File: src/rtl/pos_walker_pkg.sv
// Shared definitions for the position walker.
// Holds the command-word field positions, the axis/sign codes, and the
// stepping function. The function is written once for any coordinate
// width up to CALC_W-1 bits and any overflow mode.
package pos_walk_pkg;

   localparam bit AXIS_X   = 1'b0;
   localparam bit AXIS_Y   = 1'b1;
   localparam bit SIGN_ADD = 1'b0;
   localparam bit SIGN_SUB = 1'b1;

   // Internal arithmetic width. Coordinates are zero-extended into it.
   localparam int CALC_W = 32;
   localparam int XW     = CALC_W + 2;

   // Bit positions inside the command word: {axis, sign, magnitude}.
   function automatic int cmd_w(input int step_w);
      return step_w + 2;
   endfunction

   function automatic int cmd_axis_bit(input int step_w);
      return step_w + 1;
   endfunction

   function automatic int cmd_sign_bit(input int step_w);
      return step_w;
   endfunction

   typedef struct packed {
      logic              clip;
      logic [CALC_W-1:0] val;
   } step_res_t;

   // Applies cur +/- mag for a w-bit coordinate.
   // wrap=1 keeps the low w bits and never reports a clip.
   // wrap=0 clamps to [0, 2^w-1] and reports a clip when the clamp fired.
   function automatic step_res_t step_calc(input int w, input bit wrap,
                                           input logic [CALC_W-1:0] cur,
                                           input logic [CALC_W-1:0] mag,
                                           input logic sub);
      logic signed [XW-1:0] t;
      logic signed [XW-1:0] max_v;
      step_res_t r;
      max_v = (XW'(1) << w) - XW'(1);
      if (sub == SIGN_SUB) t = $signed({2'b00, cur}) - $signed({2'b00, mag});
      else                 t = $signed({2'b00, cur}) + $signed({2'b00, mag});
      r.clip = 1'b0;
      r.val  = t[CALC_W-1:0];
      if (wrap) begin
         r.val = t[CALC_W-1:0] & max_v[CALC_W-1:0];
      end else if (t < 0) begin
         r.val  = '0;
         r.clip = 1'b1;
      end else if (t > max_v) begin
         r.val  = max_v[CALC_W-1:0];
         r.clip = 1'b1;
      end
      return r;
   endfunction

endpackage

File: src/rtl/pos_walker_if.sv
// Bundle between the switch/encoder front end and the walker.
// Inputs to the walker: rot_a, rot_b (synchronised encoder lines), cmd
// ({axis, sign, magnitude}), undo (level).
// Outputs from the walker: x, y, moved, clipped, hist_cnt, hist_full.
// Event protocol (there is no valid/ready): a step fires on the first
// cycle both encoder lines are sampled high after having been sampled both
// low; cmd must be stable in the cycle after that sample. An undo fires
// on a sampled rising edge of undo. Results appear one edge later.
interface pos_walker_if #(
   parameter int W      = 4,
   parameter int STEP_W = 2,
   parameter int DEPTH  = 4
);
   logic                         rot_a;
   logic                         rot_b;
   logic [STEP_W+1:0]            cmd;
   logic                         undo;
   logic [W-1:0]                 x;
   logic [W-1:0]                 y;
   logic                         moved;
   logic                         clipped;
   logic [$clog2(DEPTH+1)-1:0]   hist_cnt;
   logic                         hist_full;

   modport master (
      output rot_a, rot_b, cmd, undo,
      input  x, y, moved, clipped, hist_cnt, hist_full
   );

   modport slave (
      input  rot_a, rot_b, cmd, undo,
      output x, y, moved, clipped, hist_cnt, hist_full
   );
endinterface

File: src/rtl/pos_walker_lifo.sv
// Bounded LIFO of past (x,y) positions.
// Ports: clk, reset (sync, active-high), push_i/din_i store an entry,
// pop_i removes the newest, dout_o is the newest entry, cnt_o the number
// of valid entries, full_o/empty_o the count limits.
// Entry 0 is the newest; a push shifts everything one slot older, so the
// oldest entry falls off the end when the store is already full.
module pos_hist_lifo #(
   parameter int DW    = 8,
   parameter int DEPTH = 4,
   parameter int CNT_W = $clog2(DEPTH+1)
) (
   input  logic             clk,
   input  logic             reset,
   input  logic             push_i,
   input  logic             pop_i,
   input  logic [DW-1:0]    din_i,
   output logic [DW-1:0]    dout_o,
   output logic [CNT_W-1:0] cnt_o,
   output logic             full_o,
   output logic             empty_o
);
   logic [DW-1:0]    mem_q [DEPTH];
   logic [CNT_W-1:0] cnt_q;

   assign full_o  = (cnt_q == CNT_W'(DEPTH));
   assign empty_o = (cnt_q == '0);
   assign dout_o  = mem_q[0];
   assign cnt_o   = cnt_q;

   // Storage needs no reset: cnt_q alone says which entries are valid.
   always_ff @(posedge clk) begin
      if (push_i) begin
         for (int i = DEPTH - 1; i > 0; i--) mem_q[i] <= mem_q[i-1];
         mem_q[0] <= din_i;
      end else if (pop_i && !empty_o) begin
         for (int i = 0; i < DEPTH - 1; i++) mem_q[i] <= mem_q[i+1];
      end
   end

   always_ff @(posedge clk) begin
      if (reset) begin
         cnt_q <= '0;
      end else if (push_i) begin
         if (!full_o) cnt_q <= cnt_q + CNT_W'(1);
      end else if (pop_i && !empty_o) begin
         cnt_q <= cnt_q - CNT_W'(1);
      end
   end
endmodule

File: src/rtl/pos_walker.sv
// 2-D position walker driven by a quadrature rotary encoder.
// Ports: clk, reset (sync, active-high) and a pos_walker_if slave bundle
// carrying the encoder lines, command word, undo level, the registered x/y
// coordinates, moved/clipped pulses and the undo-history count/full flag.
// This level only detects events, does the step arithmetic and arbitrates
// between step and undo; history storage lives in pos_hist_lifo.
module pos_walker
   import pos_walk_pkg::*;
#(
   parameter int W      = 4,
   parameter int STEP_W = 2,
   parameter int DEPTH  = 4,
   parameter bit WRAP   = 1'b0
) (
   input logic         clk,
   input logic         reset,
   pos_walker_if.slave bus
);
   localparam int AXIS_BIT = cmd_axis_bit(STEP_W);
   localparam int SIGN_BIT = cmd_sign_bit(STEP_W);
   localparam int CNT_W    = $clog2(DEPTH+1);

   logic         rot_eve_q, prev_eve_q;
   logic         undo_s_q, undo_prev_q;
   logic [W-1:0] x_q, y_q;
   logic         moved_q, clipped_q;

   logic           step_ev, undo_req;
   logic           axis, sub;
   logic [STEP_W-1:0] mag;
   logic [W-1:0]   cur, nv;
   step_res_t      res;
   logic           changed, do_push, do_pop;
   logic [2*W-1:0] pop_data;
   logic           hist_empty;
   logic           unused_hi;

   assign step_ev  = rot_eve_q & ~prev_eve_q;
   assign undo_req = undo_s_q & ~undo_prev_q;

   assign axis = bus.cmd[AXIS_BIT];
   assign sub  = bus.cmd[SIGN_BIT];
   assign mag  = bus.cmd[STEP_W-1:0];
   assign cur  = (axis == AXIS_Y) ? y_q : x_q;

   always_comb begin
      res = step_calc(W, WRAP, CALC_W'(cur), CALC_W'(mag), sub);
   end

   assign nv        = res.val[W-1:0];
   assign unused_hi = ^res.val[CALC_W-1:W];
   assign changed   = (nv != cur);

   // Undo wins a same-cycle collision, so a step is only pushed alone.
   assign do_push = step_ev & ~undo_req & changed;
   assign do_pop  = undo_req & ~hist_empty;

   pos_hist_lifo #(.DW(2*W), .DEPTH(DEPTH), .CNT_W(CNT_W)) u_hist (
      .clk     (clk),
      .reset   (reset),
      .push_i  (do_push),
      .pop_i   (do_pop),
      .din_i   ({x_q, y_q}),
      .dout_o  (pop_data),
      .cnt_o   (bus.hist_cnt),
      .full_o  (bus.hist_full),
      .empty_o (hist_empty)
   );

   always_ff @(posedge clk) begin
      if (reset) begin
         // Detent and undo trackers come up "already high" so an encoder
         // detent or undo held across reset is not counted.
         rot_eve_q   <= 1'b1;
         prev_eve_q  <= 1'b1;
         undo_s_q    <= 1'b1;
         undo_prev_q <= 1'b1;
         x_q         <= '0;
         y_q         <= '0;
         moved_q     <= 1'b0;
         clipped_q   <= 1'b0;
      end else begin
         if (bus.rot_a && bus.rot_b)        rot_eve_q <= 1'b1;
         else if (!bus.rot_a && !bus.rot_b) rot_eve_q <= 1'b0;
         prev_eve_q  <= rot_eve_q;
         undo_s_q    <= bus.undo;
         undo_prev_q <= undo_s_q;
         moved_q     <= 1'b0;
         clipped_q   <= 1'b0;
         if (undo_req) begin
            if (!hist_empty) begin
               x_q <= pop_data[2*W-1:W];
               y_q <= pop_data[W-1:0];
            end
         end else if (step_ev) begin
            clipped_q <= res.clip;
            if (changed) begin
               moved_q <= 1'b1;
               if (axis == AXIS_Y) y_q <= nv;
               else                x_q <= nv;
            end
         end
      end
   end

   assign bus.x       = x_q;
   assign bus.y       = y_q;
   assign bus.moved   = moved_q;
   assign bus.clipped = clipped_q;
endmodule
File: src/flat_wrapper.sv
// flat-port wrapper written by rule: the top's interface ports become plain ports
module pos_walker_flat import pos_walk_pkg::*;
#(
   parameter int W      = 4,
   parameter int STEP_W = 2,
   parameter int DEPTH  = 4,
   parameter bit WRAP   = 1'b0
)
  (clk, reset, bus_rot_a, bus_rot_b, bus_cmd, bus_undo, bus_x, bus_y, bus_moved, bus_clipped, bus_hist_cnt, bus_hist_full);
  pos_walker_if #(.W(W), .STEP_W(STEP_W), .DEPTH(DEPTH)) bus_i ();
  input logic clk;
  input logic reset;
  input wire logic [$bits(bus_i.rot_a)-1:0] bus_rot_a;
  input wire logic [$bits(bus_i.rot_b)-1:0] bus_rot_b;
  input wire logic [$bits(bus_i.cmd)-1:0] bus_cmd;
  input wire logic [$bits(bus_i.undo)-1:0] bus_undo;
  output wire logic [$bits(bus_i.x)-1:0] bus_x;
  output wire logic [$bits(bus_i.y)-1:0] bus_y;
  output wire logic [$bits(bus_i.moved)-1:0] bus_moved;
  output wire logic [$bits(bus_i.clipped)-1:0] bus_clipped;
  output wire logic [$bits(bus_i.hist_cnt)-1:0] bus_hist_cnt;
  output wire logic [$bits(bus_i.hist_full)-1:0] bus_hist_full;
  assign bus_i.rot_a = bus_rot_a;
  assign bus_i.rot_b = bus_rot_b;
  assign bus_i.cmd = bus_cmd;
  assign bus_i.undo = bus_undo;
  assign bus_x = bus_i.x;
  assign bus_y = bus_i.y;
  assign bus_moved = bus_i.moved;
  assign bus_clipped = bus_i.clipped;
  assign bus_hist_cnt = bus_i.hist_cnt;
  assign bus_hist_full = bus_i.hist_full;
  pos_walker #(.W(W), .STEP_W(STEP_W), .DEPTH(DEPTH), .WRAP(WRAP)) u_core (.clk(clk), .reset(reset), .bus(bus_i));
endmodule
File: config.mk
export PLATFORM = sky130hd
export DESIGN_NAME = pos_walker_flat
export DESIGN_NICKNAME = d
export VERILOG_FILES = /design/src/rtl/pos_walker_pkg.sv /design/src/rtl/pos_walker_if.sv /design/src/rtl/pos_walker_lifo.sv /design/src/rtl/pos_walker.sv /design/src/flat_wrapper.sv
export SDC_FILE = /design/constraint.sdc
export NUM_CORES = 1
export LEC_CHECK = 0
export CAP_MARGIN = 20
export CORE_MARGIN = 10
export CORE_UTILIZATION = 52
export CTS_BUF_LIST = sky130_fd_sc_hd__clkbuf_4 sky130_fd_sc_hd__clkbuf_8 sky130_fd_sc_hd__clkbuf_16
export DETAILED_ROUTE_END_ITERATION = 12
export GPL_ROUTABILITY_DRIVEN = 0
export HOLD_SLACK_MARGIN = 0.08
export PLACE_DENSITY = 0.82
export SLEW_MARGIN = 20
export SYNTH_ARGS = -nofsm -noshare
export SYNTH_HDL_FRONTEND = slang
export SYNTH_SLANG_ARGS = --single-unit
export TNS_END_PERCENT = 50
File: constraint.sdc
create_clock -name clk -period 3.7 [get_ports clk]
set_input_delay 0.555 -clock clk [delete_from_list [all_inputs] [get_ports clk]]
set_output_delay 0.555 -clock clk [all_outputs]
set_load 0.005 [all_outputs]
==> summary.md <==
| Metric | Value |
|---|---|
| Status | `completed` |
| Top FF cell, synth | `edfxtp_1` |
| Chip width | `90.6 µm` |
| Die Area | `8210 µm²` |
| EDFF count, synth | `32` |
| Sequential share of the synthesized area | `0.502` |
| GRT met1 Usage | `0.162` |
| Clk sink count | `49` |
| PwrDens | `335 nW/µm²` |
| Starting Density | `0.542` |
| Clk Latency, worst-skew pair | `0.29 ns` |
| P_leak | `1.23 nW` |
| Hold Path Origin | `u_core.u_hist.mem_q[2][3]$_DFFE_PP_` |
| DR iter-0 viols | `72` |
| CTS Buffer Depth | `2` |
| Via count | `1799` |
| Synth warn | `0` |
| Antenna cell count | `0` |
| Fin util | `0.675` |
| Met2 usage | `0.222` |
| Syn Nets | `223` |
| Hold Buf Count CTS | `0` |
| Final Cycle Share | `0.968` |
| Post-synth top area cell | `edfxtp_1` |
| Antenna Nets Post-Route | `0` |
| Critical Path End Type | `flip-flop` |
| Share of the synthesized area in the top cell type | `0.370` |
| Final setup margin | `0.120 ns` |
| Worst-Margin Slew | `0.616 ns` |
| Area grow syn2layout | `24.5%` |
| First-pass GRT wire length | `8950 µm` |
| Avg WL per Cell | `16.6 µm` |
| Row cnt | `25` |
| Global route overflow | `0` |
| # setup viols final | `0` |
| Share of cells above drive strength 1 | `0.354` |
| Slew Limit Headroom | `0.590` |
| Routed WL | `5410 µm` |
| Die H | `90.6 µm` |
| WS Path Type | `in2reg` |
| Fin area | `3230 µm²` |
| IO Pins | `23` |
| Clock slew at reported path FFs | `0.08 ns` |
| Slew Limit Fails | `0` |
| H-tree depth | `2` |
| FF+latch count, synth | `49` |
| Antenna violations before repair | `0` |
| Largest net degree at the start of global routing | `29` |
| Worst r2r src | `u_core.bus.x[0]$_SDFFE_PP0P_` |
| Met3 Use GR | `0.0299` |
| Setup WS pre-CTS | `-0.347 ns` |
| CTS root buf | `clkbuf_8` |
| Synth Instances | `207` |
| Fillers | `360` |
| Residual DRC | `0` |
| Pre-antenna DRT Iters | `4` |
| Core ar. | `4790 µm²` |
| # Max-Cap Violations | `0` |
| Post-synthesis cell area | `2590 µm²` |
| Worst hold slack | `0.447 ns` |
| Minimum clock period | `3.58 ns` |
| Type of origin of the critical path | `primary input` |
| Total CTS buffers | `5` |
| VDD IR max | `0.265 mV` |
| Clock Skews | `0.00547 ns` |
| Syn_area_per_cell | `12.5 µm²` |
| TritonCTS clock tree | `done` |
| Synth cell count leaders | `32 x edfxtp_1, 28 x mux2_2, 17 x dfxtp_1, 12 x nor2_1` |
| Top cells by area, synth | `edfxtp_1 37%, dfxtp_1 13%, mux2_2 12%, mux2_4 3.5%, mux2i_1 2.7%` |
| Drt via density | `5.50` |
| DP Area | `3070 µm²` |
| Vias in the first global route | `1824` |
| Count leader, synth | `edfxtp_1` |
| Async set-or-reset flop fraction in the synthesized netlist | `0` |
| Global route hottest layer | `met2` |
| Critical Path Start | `bus_cmd[0]` |
| Total track usage | `0.133` |
| Synth unique cells | `43` |
| Fmax | `279 MHz` |
| Input/output buffers | `22` |
| Layout Nets | `275` |
| Data arrival, critical path | `3.77 ns` |
| Tightest Hold Check Type | `reg2reg` |
| Worst EP required | `3.89 ns` |
| Hpwl dp | `3760 µm` |
| Fin. Hold Viols | `0` |
| CP Max Fanout | `3` |
[repair_timing]
item / CTS / global route
setup endpoints to repair: 1 / 1
pin swaps: 2 / 6
cloned: 0 / 0
setup buffers: 2 / 4
resized for setup: 1 / 5
[power breakdown]
part           internal (mW)  switching, mW  total, mW
sequential             0.597         0.0100      0.607
clock                  0.156          0.159      0.315
combinational         0.0850         0.0751      0.160
total                  0.838          0.244       1.08
[per-stage QoR]
stage | TNS [ns] | instances | power (mW)
global route | -0.0680 | 327 | 1.13
finish | 0 | 327 | 1.08
floorplan | 0 | 207 | 0.705
detailed placement | -0.873 | 313 | 0.765
CTS | 0 | 323 | 1.08
global placement | -0.352 | 313 | 0.762
[logic make-up after synthesis]
logic type / Yosys count / synth area share
and+or+nand+nor: 53 / 0.111
AOI/OAI and AO/OA: 40 / 0.127
buffers and inverters: 15 / 0.0251
muxes: 43 / 0.193
adders and majority gates: 7 / 0.0425
DFF: 49 / 0.502
[layout by cell type (no fill, tap or decap), types with 2 or more instances in the layout]
master	Yosys	routed
o31ai_1	3	3
nor3_1	5	5
nand2_1	9	9
nand3_1	2	2
clkbuf_4	0	3
clkdlybuf4s50_1	0	21
o21ai_0	6	6
a21o_1	2	2
nor2_1	12	11
nor3b_1	2	2
mux2_2	28	27
ha_1	4	3
mux2i_1	7	6
mux2i_2	1	2
o211ai_1	9	9
buf_4	0	29
clkbuf_8	0	5
inv_1	8	8
edfxtp_1	32	32
or2_2	3	3
nand2b_1	4	3
a21oi_1	7	6
mux2_4	6	7
nor2b_1	9	9
dfxtp_1	17	17
and2_1	2	2
fa_2	0	2
o31a_1	2	2
a21oi_4	2	2
[critical path: stages]
cell and delay [ns]:
clkdlybuf4s50_1 0.51, ha_2 0.19, inv_1 0.06, fa_2 0.40, nand2b_4 0.18, o31ai_4 0.28, mux2i_2 0.28, o21ai_2 0.12
fa_2 0.41, a21oi_1 0.16, nor3_1 0.08, or3_1 0.40, a2bb2oi_2 0.13
[final timing paths]
path,end,slack [ns],cells after the start
max,u_core.u_hist.cnt_o[2]$_SDFFE_PP0P_,0.12,13
max reg2reg,u_core.u_hist.cnt_o[2]$_SDFFE_PP0P_,0.18,14
min,u_core.u_hist.mem_q[3][3]$_DFFE_PP_,0.45,0
min reg2reg,u_core.u_hist.mem_q[3][3]$_DFFE_PP_,0.45,0
[registers in the layout (all words and copies together), names as in the netlist]
name,cells
u_core.undo_prev_q,1
u_core.bus.y,4
u_core.bus.moved,1
u_core.u_hist.mem_q,32
u_core.bus.clipped,1
u_core.bus.x,4
u_core.u_hist.cnt_o,3
u_core.prev_eve_q,1
u_core.rot_eve_q,1
u_core.undo_s_q,1
[final cells by class]
type / count / area, µm² / share of cell area
Timing Repair Buffer: 52 / 460 / 0.143
Clock buffer: 8 / 91.3 / 0.0283
Inverter: 8 / 30.0 / 0.00930
Sequential cell: 49 / 1300 / 0.403
Multi-Input combinational cell: 143 / 1260 / 0.391
Tap cell: 67 / 83.8 / 0.0260
[routing by layer]
layer	share of wire	wire length, µm	vias up
met4	0.013	70	0
met5	0	0	-
li1	-	-	867
met2	0.50	2730	30
met3	0.040	218	8
met1	0.44	2390	894
No activity file was read; power rests on OpenSTA's default activity.
